File: config.mk
export PLATFORM = sky130hd
export DESIGN_NAME = pcpi_serial_bridge
export DESIGN_NICKNAME = d
export VERILOG_FILES = /design/src/rtl/pcpi_serial_bridge.sv
export SDC_FILE = /design/constraint.sdc
export NUM_CORES = 1
export LEC_CHECK = 0
export ABC_AREA = 1
export ABC_CLOCK_PERIOD_IN_PS = 2300
export CAP_MARGIN = 0
export CORE_MARGIN = 8
export CORE_UTILIZATION = 50
export DETAILED_ROUTE_END_ITERATION = 7
export PLACE_DENSITY = 0.85
export SLEW_MARGIN = 20
export SYNTH_ARGS = -nofsm -noshare
export SYNTH_HDL_FRONTEND = slang
export SYNTH_SLANG_ARGS = --single-unit
export TNS_END_PERCENT = 10
File: constraint.sdc
create_clock -name clk -period 2.3 [get_ports clk]
set_clock_uncertainty 0.05 [all_clocks]
set_input_delay 0.23 -clock clk [delete_from_list [all_inputs] [get_ports clk]]
set_output_delay 0.23 -clock clk [all_outputs]
set_load 0.02 [all_outputs]
File: src/rtl/pcpi_serial_bridge.sv
// Segment-serial host front end for a PCPI coprocessor: gathers an instruction over a
// four-phase strobe/ack link, issues it with a timeout guard, and streams the result back.
module pcpi_serial_bridge #(
    parameter int unsigned SEG_W   = 4,
    parameter int unsigned WORD_W  = 32,
    parameter int unsigned TIMEOUT = 16
) (
    input  logic              clk,
    input  logic              rst_n,
    input  logic [SEG_W-1:0]  seg_in,
    input  logic              seg_strobe,
    output logic              seg_ack,
    output logic [SEG_W-1:0]  res_seg,
    output logic              res_valid,
    input  logic              res_take,
    output logic              busy,
    output logic              err_timeout,
    output logic              pcpi_valid,
    output logic [WORD_W-1:0] pcpi_insn,
    input  logic              pcpi_ready,
    input  logic              pcpi_wr,
    input  logic              pcpi_wait,
    input  logic [WORD_W-1:0] pcpi_rd
);

    localparam int unsigned NSEG      = WORD_W / SEG_W;
    localparam int unsigned SEG_CNT_W = (NSEG > 1) ? $clog2(NSEG) : 1;
    localparam int unsigned TMO_W     = (TIMEOUT > 1) ? $clog2(TIMEOUT) : 1;
    localparam logic [SEG_CNT_W-1:0] SEG_LAST = SEG_CNT_W'(NSEG - 1);
    localparam logic [TMO_W-1:0]     TMO_LAST = TMO_W'(TIMEOUT - 1);

    typedef enum logic [1:0] {
        S_IDLE,
        S_ACK,
        S_WAIT,
        S_RESULT
    } state_t;

    state_t                state;
    logic [SEG_CNT_W-1:0]  seg_cnt;
    logic [TMO_W-1:0]      tmo_cnt;
    logic [WORD_W-1:0]     result;

    // Handshake, issue and readback sequencing; all outputs are registered here.
    always_ff @(posedge clk) begin
        if (!rst_n) begin
            state       <= S_IDLE;
            seg_cnt     <= '0;
            tmo_cnt     <= '0;
            seg_ack     <= 1'b0;
            pcpi_valid  <= 1'b0;
            res_valid   <= 1'b0;
            busy        <= 1'b0;
            err_timeout <= 1'b0;
            pcpi_insn   <= '0;
            result      <= '0;
            res_seg     <= '0;
        end else begin
            case (state)
                S_IDLE: begin
                    if (seg_strobe) begin
                        for (int i = 0; i < NSEG; i++) begin
                            if (seg_cnt == SEG_CNT_W'(i))
                                pcpi_insn[i*SEG_W +: SEG_W] <= seg_in;
                        end
                        if (seg_cnt == '0)
                            err_timeout <= 1'b0;
                        seg_ack <= 1'b1;
                        state   <= S_ACK;
                    end
                end

                // Wait for the strobe to fall so one strobe cycle yields one segment.
                S_ACK: begin
                    if (!seg_strobe) begin
                        seg_ack <= 1'b0;
                        if (seg_cnt == SEG_LAST) begin
                            seg_cnt    <= '0;
                            tmo_cnt    <= '0;
                            pcpi_valid <= 1'b1;
                            busy       <= 1'b1;
                            state      <= S_WAIT;
                        end else begin
                            seg_cnt <= seg_cnt + SEG_CNT_W'(1);
                            state   <= S_IDLE;
                        end
                    end
                end

                // Completion beats the timeout when both land on the same cycle.
                S_WAIT: begin
                    if (pcpi_ready) begin
                        pcpi_valid <= 1'b0;
                        if (pcpi_wr) begin
                            result    <= pcpi_rd;
                            res_seg   <= pcpi_rd[SEG_W-1:0];
                            seg_cnt   <= '0;
                            res_valid <= 1'b1;
                            state     <= S_RESULT;
                        end else begin
                            busy  <= 1'b0;
                            state <= S_IDLE;
                        end
                    end else if (pcpi_wait) begin
                        tmo_cnt <= '0;
                    end else if (tmo_cnt == TMO_LAST) begin
                        pcpi_valid  <= 1'b0;
                        err_timeout <= 1'b1;
                        busy        <= 1'b0;
                        state       <= S_IDLE;
                    end else begin
                        tmo_cnt <= tmo_cnt + TMO_W'(1);
                    end
                end

                S_RESULT: begin
                    if (res_take) begin
                        if (seg_cnt == SEG_LAST) begin
                            res_valid <= 1'b0;
                            seg_cnt   <= '0;
                            busy      <= 1'b0;
                            state     <= S_IDLE;
                        end else begin
                            seg_cnt <= seg_cnt + SEG_CNT_W'(1);
                            for (int i = 0; i < NSEG; i++) begin
                                if (seg_cnt + SEG_CNT_W'(1) == SEG_CNT_W'(i))
                                    res_seg <= result[i*SEG_W +: SEG_W];
                            end
                        end
                    end
                end

                default: state <= S_IDLE;
            endcase
        end
    end

endmodule

==> results by group, run 1 <==
Detailed routing
  – Post-DR wirelength/cell: about 14 um
  – # DRC: 0
  – Initial drt markers: 205
  – DRT Pass-1 Iters: 5
  – Vias per std cell: about 5
  – Routed via count: between 3000 and 4000
  – Drt total wl: 9967 um
  – Post-DRT Antenna Nets: 0

Setup path
  – Critical Path AT: between 2 and 2.5 ns
  – Crit path launch type: flip-flop
  – CP Capture Type: flip-flop
  – Kind of critical path: reg2reg
  – Worst path required time: roughly 2.6 ns
  – Worst Path Max Fanout: 7

Clock network
  – CTS Hold Bufs: 0
  – CTS tree: built
  – H-tree Lvls: 3
  – Reg clk slew, reported paths: around 0.090 ns
  – Clock Tree Buf Depth: 2
  – CTS Buf Count: 9
  – Insertion delay to the later sink of the worst-skew pair: approximately 0.36 ns
  – CTS root buf: clkbuf_8
  – Clk sink count: 82

Synthesis
  – Most frequent cell after synthesis: nor2_1
  – Synth cell types: 33
  – Average cell area after synthesis: approximately 7.2 um2
  – Synth area leader: dfxtp_1
  – Share of the synthesized area in the top cell type: a little over two fifths
  – Syn_nets: ~570
  – Top cells by area, synth: dfxtp_1 44%, o21ai_0 12%, nor2_1 9.7%
  – Post-Synthesis Cells: approximately 520
  – Synth Register Bits: 82
  – FFs w/ async S/R, synth: 0%
  – Post-synth EDFFs: 0
  – Main synth FF type: dfxtp_1
  – Synthesized cell area: 3755 um2
  – Synth top cells by count: 97 x nor2_1, 91 x o21ai_0, 82 x dfxtp_1
  – Syn. warnings: 0
  – Post-synthesis sequential area ratio: 43.72%

STA
  – Hold Worst Slack: 0.2582 ns
  – Fin crit period: 2.047 ns
  – Final TNS setup: 0 ns
  – Setup Viol. Count Final: 0
  – Upper clock frequency limit: between 0.4 and 0.5 GHz
  – Worst-Margin Slew: 0.5277 ns
  – Pins over their slew limit: 0
  – Relative slew slack: ~65%
  – RSZ-0062 raised after global routing: no
  – Hold Vio Cnt, Final: 0
  – Period utilization: 89.02%

Die
  – Num ports: 84
  – Vert. Die Dim: about 100 um
  – Initial Utilization: 51.77%
  – Core ar.: around 7300 um2
  – Row count: 31
  – Die Footprint: 10540 um2
  – Die X: 102.7 um

Global route
  – First-pass GRT wire length: 16480 um
  – Initial antenna violation count: 0
  – Overall Global Routing Usage: between 10% and 20%
  – Gr ovfl total: 0
  – Via count of the first global-routing pass: about 3500
  – Largest net degree at the start of global routing: between 50 and 60

Place
  – Dpl hpwl: 7607 um
  – Global placement routability congestion: ~0.86
  – Cells after DPL: a little under 700
  – Area post-placement: 4626 um2
  – PortBufs: just over 80

Power and ir drop
  – Power Density: approximately 970 nW/um2
  – Worst VDD drop: 0.4551 mV
  – Total power: ~4700 uW
  – Pleak: about 0.002 uW

Finish
  – Fin cells: ~700
  – Nets@finish: 650
  – Final Cell Area: about 4800 um2
  – N_diodes: 0
  – Area Growth Syn to Fin: 28.16%
  – Fraction of layout cells with a size suffix above 1: 7.781%

Job
  – Max-cap violations: 0

Worst hold path
  – Hold Path Class: in2reg

Run status
  – Status: finished clean
-- routing by layer --
| metal | up-vias | global-route usage [%] | part of all wire [%] |
|---|---|---|---|
| met4 | 0 | 8.691 | 1.9 |
| met1 | 1654 | 24.38 | 44 |
| met2 | 101 | 32.17 | 48 |
| li1 | 1823 | - | - |
| met3 | 13 | 4.929 | 6.2 |
| met5 | - | 0 | 0 |
-- logic make-up (layout without fill, tap and decap cells) --
| family | count (synthesis) | count (layout) | synth area share (%) |
|---|---|---|---|
| compound gates | 143 | 143 | 20.39 |
| fa+ha+maj | 8 | 8 | 2.666 |
| buf+inv | 92 | 175 | 10.56 |
| flops | 82 | 82 | 43.72 |
| simple gates | 196 | 196 | 22.66 |
-- cells in the final DEF (no fill, tap or decap), types with 4 or more instances in the layout --
cell type,instances
clkinv_2,4
nor2_1,97
ha_1,7
a21oi_1,39
o21ai_0,91
nand2_1,58
buf_4,4
nand3_1,18
clkdlybuf4s50_1,82
clkbuf_8,9
nor3_1,7
dfxtp_1,82
inv_2,5
inv_1,64
nor2_2,4
-- path summary, 6_finish.rpt --
check             depth (start not counted)  slack, ns                   endpoint                    start
setup / recovery                         11       0.25    tmo_cnt[2]$_SDFFE_PN0P_  seg_cnt[0]$_SDFFE_PN0P_
hold / removal                            3       0.26  pcpi_insn[3]$_SDFFE_PN0P_                    rst_n
setup reg to reg                         11       0.25    tmo_cnt[2]$_SDFFE_PN0P_  seg_cnt[0]$_SDFFE_PN0P_
hold reg to reg                           2       0.41    result[21]$_SDFFE_PN0P_  result[21]$_SDFFE_PN0P_
-- critical path, cell delays in order (launching register included) --
cell     delay [ns]
dfxtp_1        0.43
ha_1           0.26
ha_1           0.27
inv_1          0.14
nor2_2         0.17
nor2_1         0.09
nor2_4         0.13
nand2_4        0.09
inv_2          0.07
nand2_2        0.06
a21oi_2        0.13
o21a_1         0.12
-- stage by stage --
stage	setup WS, ns	util (%)
after detailed placement	0.1486	63.77
after floorplan	0.4969	-
after global routing	0.08104	66.34
final	0.2525	66.34
after CTS	0.1352	66.17
after global placement	0.2673	63.77
-- sequential cells by signal, indices dropped and copies added (netlist names), 2 cells and up --
| name | flops |
|---|---|
| res_seg | 4 |
| tmo_cnt | 4 |
| state | 2 |
| pcpi_insn | 32 |
| result | 32 |
| seg_cnt | 3 |
-- power by group --
part	switching [uW]	leakage (uW)	total, uW	internal (uW)
Sequential	158	0.000665	1780	1630
Combinational	1200	0.00124	1950	747
Clock	552	0.0000942	952	400
-- layout make-up --
cell class,instances,area [um2]
Multi-Input combinational cell,347,1729
Clock buffer,9,123.9
Clock inverter,7,50.05
Fill cell,634,2441
Sequential cell,82,1642
Timing Repair Buffer,88,875.8
Tap cell,99,123.9
Inverter,71,267.8
-- repair_timing --
| item | CTS | global route |
|---|---|---|
| endpoints found under the setup margin | 0 | 4 |
| hold endpoints to repair | 0 | 0 |
| buffers inserted | 0 | 0 |
| gates resized for setup | 0 | 2 |
(Power assumes the default switching activity.)
==> run 2, diff against run 1 <==
--- a/config.mk
+++ b/config.mk
@@ -9,11 +9,12 @@
 export ABC_CLOCK_PERIOD_IN_PS = 2300
 export CAP_MARGIN = 0
 export CORE_MARGIN = 8
-export CORE_UTILIZATION = 50
+export CORE_UTILIZATION = 30
 export DETAILED_ROUTE_END_ITERATION = 7
-export PLACE_DENSITY = 0.85
+export MAX_ROUTING_LAYER = met4
+export PLACE_DENSITY = 0.58
 export SLEW_MARGIN = 20
 export SYNTH_ARGS = -nofsm -noshare
 export SYNTH_HDL_FRONTEND = slang
 export SYNTH_SLANG_ARGS = --single-unit
-export TNS_END_PERCENT = 10
+export TNS_END_PERCENT = 1
==> run 2 against run 1 <==
Effect of this change:
- maximum frequency fell by 2.6%
- register-to-register slack got worse by 0.05 ns
- non-clock buffer count is the same
- utilization is 26 points lower
- critical path type unchanged
==> results by group, run 2 (synthesis results as in run 1) <==
Worst hold path
  – Hold depth: 3 (unchanged)
  – Hold Path Class: in2reg (unchanged)

Setup path
  – CP Capture Type: flip-flop (unchanged)
  – Crit path max-delay family: adder cells (was simple AND/OR/NAND/NOR gates)
  – Critical Path AT: 2.28 ns (was 2.31 ns)
  – Slowest CP cell: ha_2 (was dfxtp_1)
  – CP Capture Point: res_seg[0]$_SDFFE_PN0P_ (was tmo_cnt[2]$_SDFFE_PN0P_)
  – Buf+Inv Stages, Crit Path: 2 (unchanged)
  – Worst path required time: 2.48 ns (was 2.56 ns)
  – Worst r2r path cells: 13 (was 11)
  – Crit. Startpoint: seg_cnt[0]$_SDFFE_PN0P_ (unchanged)
  – Source of the worst register-to-register timing path: seg_cnt[0]$_SDFFE_PN0P_ (unchanged)
  – Crit path launch type: flip-flop (unchanged)
  – Reg2Reg Setup Slack: 0.20 ns (was 0.25 ns)
  – Stages on worst setup path: 13 (was 11)
  – Worst Path Max Fanout: 13 (was 7)
  – Cell mode on critical path: nand2_1 (was ha_1)
  – Worst R2R End: res_seg[0]$_SDFFE_PN0P_ (was tmo_cnt[2]$_SDFFE_PN0P_)
  – CP Cell Sequence: ha_1 > ha_2 > inv_1 > nand2_1 > o21ai_0 > inv_1 > nand2_1 > nand2_1 > nand2_1 > nand2_1 > nand2_1 > nand2_1 > a21oi_1 (was ha_1 > ha_1 > inv_1 > nor2_2 > nor2_1 > nor2_4 > nand2_4 > inv_2 > nand2_2 > a21oi_2 > o21a_1)
  – CP peak stage delay: 0.46 ns (was 0.43 ns)
  – Kind of critical path: reg2reg (unchanged)

Die
  – Vert. Die Dim: 127.9 um (was 102.7 um)
  – Initial Utilization: 30.25% (was 51.77%)
  – Core ar.: 12410 um2 (was 7253 um2)
  – Num ports: 84 (unchanged)
  – Die X: 127.9 um (was 102.7 um)
  – Row count: 41 (was 31)
  – Die Footprint: 16350 um2 (was 10540 um2)

Clock network
  – Reg clk slew, reported paths: 0.07 ns (was 0.09 ns)
  – Clock Tree Buf Depth: 2 (unchanged)
  – CTS Buf Count: 9 (unchanged)
  – CTS root buf: clkbuf_16 (was clkbuf_8)
  – CTS tree: built (unchanged)
  – CTS Hold Bufs: 0 (unchanged)
  – H-tree Lvls: 3 (unchanged)
  – Insertion delay to the later sink of the worst-skew pair: 0.34 ns (was 0.36 ns)
  – Post-CTS Setup Inserts: 0 (unchanged)
  – Clk sink count: 82 (unchanged)

Global route
  – Overall Global Routing Usage: 13.49% (was 19.85%)
  – First-pass GRT wire length: 17190 um (was 16480 um)
  – Via count of the first global-routing pass: 3412 (was 3544)
  – Initial antenna violation count: 0 (unchanged)
  – Largest net degree at the start of global routing: 72 (was 54)
  – Gr ovfl total: 0 (unchanged)

Finish
  – Commonest non-fill, non-tap cell in the layout: nor2_1 (unchanged)
  – Nets@finish: 650 (unchanged)
  – N_diodes: 0 (unchanged)
  – Final Cell Area: 4999 um2 (was 4812 um2)
  – Biggest regs: pcpi_insn (32), result (32) (unchanged)
  – Area Growth Syn to Fin: 33.12% (was 28.16%)
  – Commonest cells after routing, fill and taps aside: 97 x nor2_1, 91 x o21ai_0, 82 x dfxtp_1, 82 x clkdlybuf4s50_1, 64 x inv_1 (unchanged)
  – Fraction of layout cells with a size suffix above 1: 7.781% (unchanged)
  – Utilization after layout: 40.26% (was 66.34%)

Place
  – Area post-placement: 4717 um2 (was 4626 um2)
  – PortBufs: 83 (unchanged)
  – Global placement routability congestion: 0.8877 (was 0.8641)
  – Dpl hpwl: 7840 um (was 7607 um)

STA
  – Fin crit period: 2.102 ns (was 2.047 ns)
  – Final TNS setup: 0 ns (unchanged)
  – Hold Vio Cnt, Final: 0 (unchanged)
  – RSZ-0062 raised after global routing: no (unchanged)
  – Worst-Margin Slew: 0.6372 ns (was 0.5277 ns)
  – Pins over their slew limit: 0 (unchanged)
  – Setup Viol. Count Final: 0 (unchanged)
  – Period utilization: 91.39% (was 89.02%)
  – Relative slew slack: 57.52% (was 64.55%)
  – Upper clock frequency limit: 0.4757 GHz (was 0.4884 GHz)

Detailed routing
  – Initial drt markers: 247 (was 205)
  – Routed via count: 3521 (was 3591)
  – Drt total wl: 10630 um (was 9967 um)
  – Vias per std cell: 4.537 (was 5.108)
  – Post-DR wirelength/cell: 13.70 um (was 14.18 um)
  – Post-DRT Antenna Nets: 0 (unchanged)
  – DRT Pass-1 Iters: 5 (unchanged)
  – # DRC: 0 (unchanged)

Power and ir drop
  – Power Density: 1014 nW/um2 (was 974.0 nW/um2)
  – Worst VDD drop: 0.3869 mV (was 0.4551 mV)
  – Pleak: 0.002028 uW (was 0.001995 uW)
  – Total power: 5069 uW (was 4687 uW)

Job
  – Max-cap violations: 0 (unchanged)

Run status
  – Status: finished clean (unchanged)
-- run 2: worst min-delay path by stage --
stage	start	endpoint	slack, ns
after floorplan	pcpi_rd[31]	result[31]$_SDFFE_PN0P_	0.31
after global placement	result[22]$_SDFFE_PN0P_	result[22]$_SDFFE_PN0P_	0.39
after detailed placement	result[22]$_SDFFE_PN0P_	result[22]$_SDFFE_PN0P_	0.39
after CTS	rst_n	tmo_cnt[1]$_SDFFE_PN0P_	0.23
after global routing	rst_n	seg_ack$_SDFFE_PN0P_	0.25
final	rst_n	pcpi_valid$_SDFFE_PN0P_	0.23
-- run 2: layout make-up --
class | instances | area [um2]
fill | 1290 | 7416
multi-input combinational | 347 | 1719
sequential | 82 | 1642
timing repair buffer | 88 | 875.8
inverter | 71 | 267.8
clock buffer | 9 | 225.2
tap | 172 | 215.2
clock inverter | 7 | 53.80
-- run 2: metal layers --
layer  wire, um  global-route usage [%]  vias to the layer above
li1           -                       -                     1831
met1       5073                   16.49                     1605
met2       4944                   21.53                       73
met3        475                   3.120                       12
met4        138                   4.406                        0
met5          0                       -                        -
-- run 2: repair_timing --
item                       in CTS  in global routing
hold endpoints to repair        0                  0
gates resized for setup         0                  1
setup endpoints to repair       0                  4
-- run 2: where the power goes --
group          internal (uW)  switching (uW)
clock network            738             616
registers               1630             156
logic                    728            1200
total                   3090            1970
-- run 2: worst register-to-register path, cell delays in order (launching register included) --
cell and delay [ns]:
dfxtp_1 0.36, ha_1 0.24, ha_2 0.47, inv_1 0.12, nand2_1 0.19, o21ai_0 0.12
inv_1 0.07, nand2_1 0.05, nand2_1 0.06, nand2_1 0.04, nand2_1 0.05, nand2_1 0.05
nand2_1 0.06, a21oi_1 0.05
-- run 2: stage by stage --
step,worst slack (ns),std cells,hold WS [ns]
2_1_floorplan,0.4969,521,0.3149
3_3_place_gp,0.2431,760,0.3932
3_5_place_dp,0.1464,760,0.3931
4_1_cts,0.1173,776,0.2271
5_1_grt,0.02659,776,0.2503
6_report,0.1979,776,0.2273
==> run 3, diff against run 2 <==
--- a/config.mk
+++ b/config.mk
@@ -13,6 +13,7 @@
 export DETAILED_ROUTE_END_ITERATION = 7
 export MAX_ROUTING_LAYER = met4
 export PLACE_DENSITY = 0.58
+export SKIP_CTS_REPAIR_TIMING = 1
 export SLEW_MARGIN = 20
 export SYNTH_ARGS = -nofsm -noshare
 export SYNTH_HDL_FRONTEND = slang
==> results of run 3 <==
The final DEF is identical to that of run 2; final timing and power are the same.
